**src/rtl/snn_sched.sv**
```systemverilog
// snn_sched: image loader and inference scheduler for the SNN digit classifier.
// Collects NUM_BYTES UART bytes into a 1-bit pixel memory, kicks the inference
// core, waits for its verdict and sends the digit back as an ASCII byte.
// Optional build macro: SNN_SCHED_WDOG_EN adds a 16-bit watchdog in RUN that
// reports '?' (result 4'hF) when the core never answers.
//
//   state  | meaning
//   -------+-----------------------------------------------------------
//   LOAD   | accept image bytes from the UART into pixel memory
//   START  | one-cycle core_start pulse towards the inference core
//   RUN    | inference in progress, waiting for core_done
//   REPORT | waiting for a free transmitter, then send the ASCII result
module snn_sched #(
    parameter int          NUM_BYTES  = 98,
    parameter logic [7:0]  ASCII_BASE = 8'h30
) (
    input  logic        clk,
    input  logic        rst,
    input  logic        rx_rdy,
    input  logic [7:0]  rx_data,
    input  logic [9:0]  core_addr,
    output logic        core_q,
    output logic        core_start,
    input  logic        core_done,
    input  logic [3:0]  core_digit,
    output logic        tx_start,
    output logic [7:0]  tx_data,
    input  logic        tx_busy,
    output logic        busy,
    output logic [3:0]  result,
    output logic        overrun
);

    localparam int            CW        = $clog2(NUM_BYTES);
    localparam logic [CW-1:0] LAST_BYTE = CW'(NUM_BYTES - 1);
    localparam logic [9:0]    NUM_PIX   = 10'(NUM_BYTES * 8);

    typedef enum logic [1:0] {LOAD, START, RUN, REPORT} state_t;

    state_t        state;
    logic [CW-1:0] byte_cnt;
    logic [7:0]    mem [0:NUM_BYTES-1];
    logic          load_wr;

`ifdef SNN_SCHED_WDOG_EN
    logic [15:0]   wdog_cnt;
`endif

    // Bytes are stored whole; pixel 8k+j is bit j of byte k, so no bit scatter is needed.
    assign load_wr = (state == LOAD) && rx_rdy;

    // Pixel memory write port: only in LOAD, so the image is frozen during inference.
    always_ff @(posedge clk) begin
        if (load_wr) begin
            mem[byte_cnt] <= rx_data;
        end
    end

    // Registered pixel read, one cycle latency to line up with the weight ROMs.
    always_ff @(posedge clk or posedge rst) begin
        if (rst) begin
            core_q <= 1'b0;
        end else if (core_addr < NUM_PIX) begin
            core_q <= mem[core_addr[9:3]][core_addr[2:0]];
        end else begin
            core_q <= 1'b0;
        end
    end

    // Sequencer with registered strobes, status and result outputs.
    always_ff @(posedge clk or posedge rst) begin
        if (rst) begin
            state      <= LOAD;
            byte_cnt   <= '0;
            core_start <= 1'b0;
            tx_start   <= 1'b0;
            tx_data    <= 8'h00;
            busy       <= 1'b0;
            result     <= 4'h0;
            overrun    <= 1'b0;
`ifdef SNN_SCHED_WDOG_EN
            wdog_cnt   <= 16'h0000;
`endif
        end else begin
            core_start <= 1'b0;
            tx_start   <= 1'b0;
            if (rx_rdy && (state != LOAD)) begin
                overrun <= 1'b1;
            end
            case (state)
                LOAD: begin
                    if (rx_rdy) begin
                        if (byte_cnt == '0) begin
                            overrun <= 1'b0;
                        end
                        if (byte_cnt == LAST_BYTE) begin
                            byte_cnt   <= '0;
                            state      <= START;
                            core_start <= 1'b1;
                            busy       <= 1'b1;
                        end else begin
                            byte_cnt <= byte_cnt + CW'(1);
                        end
                    end
                end
                START: begin
                    state <= RUN;
`ifdef SNN_SCHED_WDOG_EN
                    wdog_cnt <= 16'h0000;
`endif
                end
                RUN: begin
                    if (core_done) begin
                        result <= core_digit;
                        state  <= REPORT;
                    end
`ifdef SNN_SCHED_WDOG_EN
                    else if (wdog_cnt == 16'hFFFF) begin
                        result <= 4'hF;
                        state  <= REPORT;
                    end else begin
                        wdog_cnt <= wdog_cnt + 16'd1;
                    end
`endif
                end
                REPORT: begin
                    if (!tx_busy) begin
                        tx_start <= 1'b1;
                        tx_data  <= (result <= 4'd9) ? (ASCII_BASE + {4'h0, result}) : 8'h3F;
                        busy     <= 1'b0;
                        state    <= LOAD;
                    end
                end
                default: begin
                    state <= LOAD;
                end
            endcase
        end
    end

endmodule

```
**config.mk**
```make
export PLATFORM = sky130hd
export DESIGN_NAME = snn_sched
export DESIGN_NICKNAME = d
export VERILOG_FILES = /design/src/rtl/snn_sched.sv
export SDC_FILE = /design/constraint.sdc
export NUM_CORES = 1
export LEC_CHECK = 0
export CORE_UTILIZATION = 60
export DETAILED_ROUTE_END_ITERATION = 7
export PLACE_DENSITY = 0.89
export SLEW_MARGIN = 20
export SYNTH_ARGS = -nofsm -noshare
export SYNTH_HDL_FRONTEND = slang
export SYNTH_SLANG_ARGS = --single-unit
```
**constraint.sdc**
```tcl
create_clock -name clk -period 3.71 [get_ports clk]
set_input_delay 0.5565 -clock clk [delete_from_list [all_inputs] [get_ports clk]]
set_output_delay 0.5565 -clock clk [all_outputs]
set_load 0.05 [all_outputs]
```
==> results_dict.tcl <==
set metrics [dict create \
    crit_family "simple AND/OR/NAND/NOR gates" \
    h-tree-depth 3 \
    cts_sinks 807 \
    crit_type "register to register" \
    ys_seq_elements 807 \
    power_frac_seq_pct 53.0 \
    io_pins 44 \
    place.gp.congestion 1.02 \
    cp_cell_sequence "inv_1 > ha_1 > nand2_1 > nor2_1 > nand3_1 > buf_4 > nor2_1 > buf_4" \
    final-hold-violation-count 0 \
    drtIter0Drc 3150 \
    cts_buffers 78 \
    drc 2 \
    cts_tree "done" \
    die_area_um2 54100 \
    slowest_stage "nand3_1" \
    clk_pin_slew_ns 0.06 \
    clk_latency_ns 0.64 \
    utilization_pct 68.9 \
    r2r-start "state[0]$_DFFE_PP0P_" \
    tns_ns 0 \
    antenna_found_initial 0 \
    ys_seq_area_share_pct 75.6 \
    n_antenna_cell 0 \
    outcome "finished with violations" \
    cp-startpoint "state[0]$_DFFE_PP0P_" \
    power.density_nw_per_um2 538 \
    layout_common_cells "edfxtp_1, buf_4, mux4_2, nor2_1, mux2i_1" \
    swShare_pct 23.6 \
    post-place-cells 2420 \
    yosys_warnings 0 \
    grt_max_degree 99 \
    regToRegSetupSlack_ns 0.79 \
    post-route-period-util_pct 78.8 \
    clock_path_buffers 3 \
    overflow 0 \
    path_max_fanout 9 \
    slew-limit-headroom_pct 24.6 \
    clockPowerShare_pct 38.5 \
    core_region_area_um2 52600 \
    ant_nets 0 \
    final_layout_size_suffix_gt1_share_pct 23.5 \
    die_height_um 233 \
    leakage_uw 0.0120 \
    worstHoldEndpoint "mem[14][6]$_DFFE_PP_" \
    post-dp-hpwl_um 51500 \
    cts-hold-fix-buffers 0 \
    syn_to_final_growth_pct 13.5 \
    grt_pass1_wl_um 122000 \
    syn_area_per_cell_um2 19.7 \
    clock_skew_ns 0.0187 \
    synthArstFlopShare_pct 2.85 \
    min_period_ns 2.92 \
    min_path_type "input port to register" \
    num_rows 84 \
    postCtsSetupRepairBufs 0 \
    start_util_pct 60.7 \
    combinationalPowerShare_pct 8.5 \
    port_buffers 41 \
    power.switching_uw 4600 \
    max_cap_violations 0 \
    final_common_cell "edfxtp_1" \
    intPower_uw 14900 \
    first_global_vias 18300 \
    rsz0062_at_grt "false" \
    violations "design-rule violations" \
    drt_wl_total_um 83800 \
    setup_violations 0 \
    hold_start "rx_data[6]" \
    wl_per_cell_um 32.8 \
    grt.total_usage_pct 31.9 \
    fillers 2974 \
    netlist_area_um2 31900 \
    slew_violations 0 \
    die_x_um 233 \
    cts-resized-gates 0 \
    timing.rr.end "mem[11][6]$_DFFE_PP_" \
    reg2reg_depth 8 \
    synth-edff-count 784 \
    nNetsFinal 1845 \
    vias 18100 \
    drt-vias-per-instance 7.07 \
    ir_drop_v 0.000368 \
    max_freq_mhz 342 \
    final_cells 2557 \
    yosys.cell_types.count 65 \
    crit_buf_inv 3 \
    cts_root_buf "clkbuf_16" \
    cpPeakStageDelay_ns 0.49 \
    holdPathStages 1 \
    synthesis.instances 1617 \
    cp-end-kind "register" \
    synth_flop_cell "edfxtp_1" \
    worstPathRequired_ns 4.03 \
    startpoint_type "register" \
    critPathArrivalTime_ns 3.25 \
    firstDrtPassIters 8 \
    tightest_slew_ns 1.13 \
]
[per-layer routing]
layer / track usage [%] / up-vias / wire length [µm]
met4: 17.3 / 0 / 5170
met1: 41.6 / 9043 / 28100
met5: 0.551 / - / 0
met3: 8.47 / 392 / 11200
met2: 49.5 / 1614 / 39300
li1: - / 7021 / -
[power by group through the flow]
stage          logic [µW]  clock network (µW)  registers [µW]
2_1_floorplan         864                   0           10500
3_3_place_gp         1500                   0           10500
3_5_place_dp         1560                   0           10500
4_1_cts              1580                7500           10300
5_1_grt              1690                7830           10300
6_report             1660                7500           10300
[synthesized netlist by cell type (all sizes together) (21+ instances only)]
library cell / count / share of area, %
a21oi: 32 / 0.50
buf: 53 / 1.5
clkbuf: 39 / 0.46
dfrtp: 23 / 1.8
edfxtp: 784 / 74
mux2i: 90 / 2.8
mux4: 161 / 12
nand2: 62 / 0.73
nand3: 21 / 0.33
nor2: 127 / 1.5
o21ai: 26 / 0.41
o221ai: 31 / 0.85
o22ai: 27 / 0.53
[worst max-delay path by stage]
stage / end / depth (start not counted)
floorplan: core_q$_DFF_PP0_ / 12
global placement: core_q$_DFF_PP0_ / 9
detailed placement: core_q$_DFF_PP0_ / 9
CTS: mem[3][2]$_DFFE_PP_ / 8
global route: mem[3][4]$_DFFE_PP_ / 8
finish: mem[11][6]$_DFFE_PP_ / 8
[cells by family (layout without fill, tap and decap cells)]
kind of cell / Yosys count / after routing / share of synthesized area [%]
adders and majority gates: 6 / 6 / 0.235
muxes: 264 / 264 / 14.8
AOI/OAI and AO/OA: 168 / 168 / 3.65
buffers and inverters: 108 / 359 / 2.14
other: 1 / 2 / 0.0117
and+or+nand+nor: 259 / 259 / 3.50
xor gates and xnor gates: 4 / 4 / 0.110
DFF: 807 / 807 / 75.6
[registers in the layout (all words and copies together), names as in the netlist]
name and flops:
mem 784, byte_cnt 7, tx_data 5, result 4
state 2, busy 1, core_q 1, core_start 1
overrun 1, tx_start 1
[metrics by stage]
step	setup slack (ns)	power (µW)	hold WS, ns	area (µm²)
final	0.786	19500	0.202	36200
after floorplan	1.00	11300	0.510	31900
after global routing	0.713	19900	0.206	36200
after detailed placement	0.429	12100	0.482	33900
after CTS	0.891	19400	0.178	36200
after global placement	0.521	12000	0.473	33900
[layout make-up]
| class | instances | area, µm² | area share (%) |
|---|---|---|---|
| Clock buffer | 103 | 2090 | 5.76 |
| Clock inverter | 34 | 251 | 0.694 |
| Inverter | 16 | 60.1 | 0.166 |
| Multi-Input combinational cell | 703 | 7130 | 19.7 |
| Sequential cell | 807 | 24100 | 66.6 |
| Tap cell | 688 | 861 | 2.38 |
| Timing Repair Buffer | 206 | 1730 | 4.77 |
No activity file was read; power rests on OpenSTA's default activity.
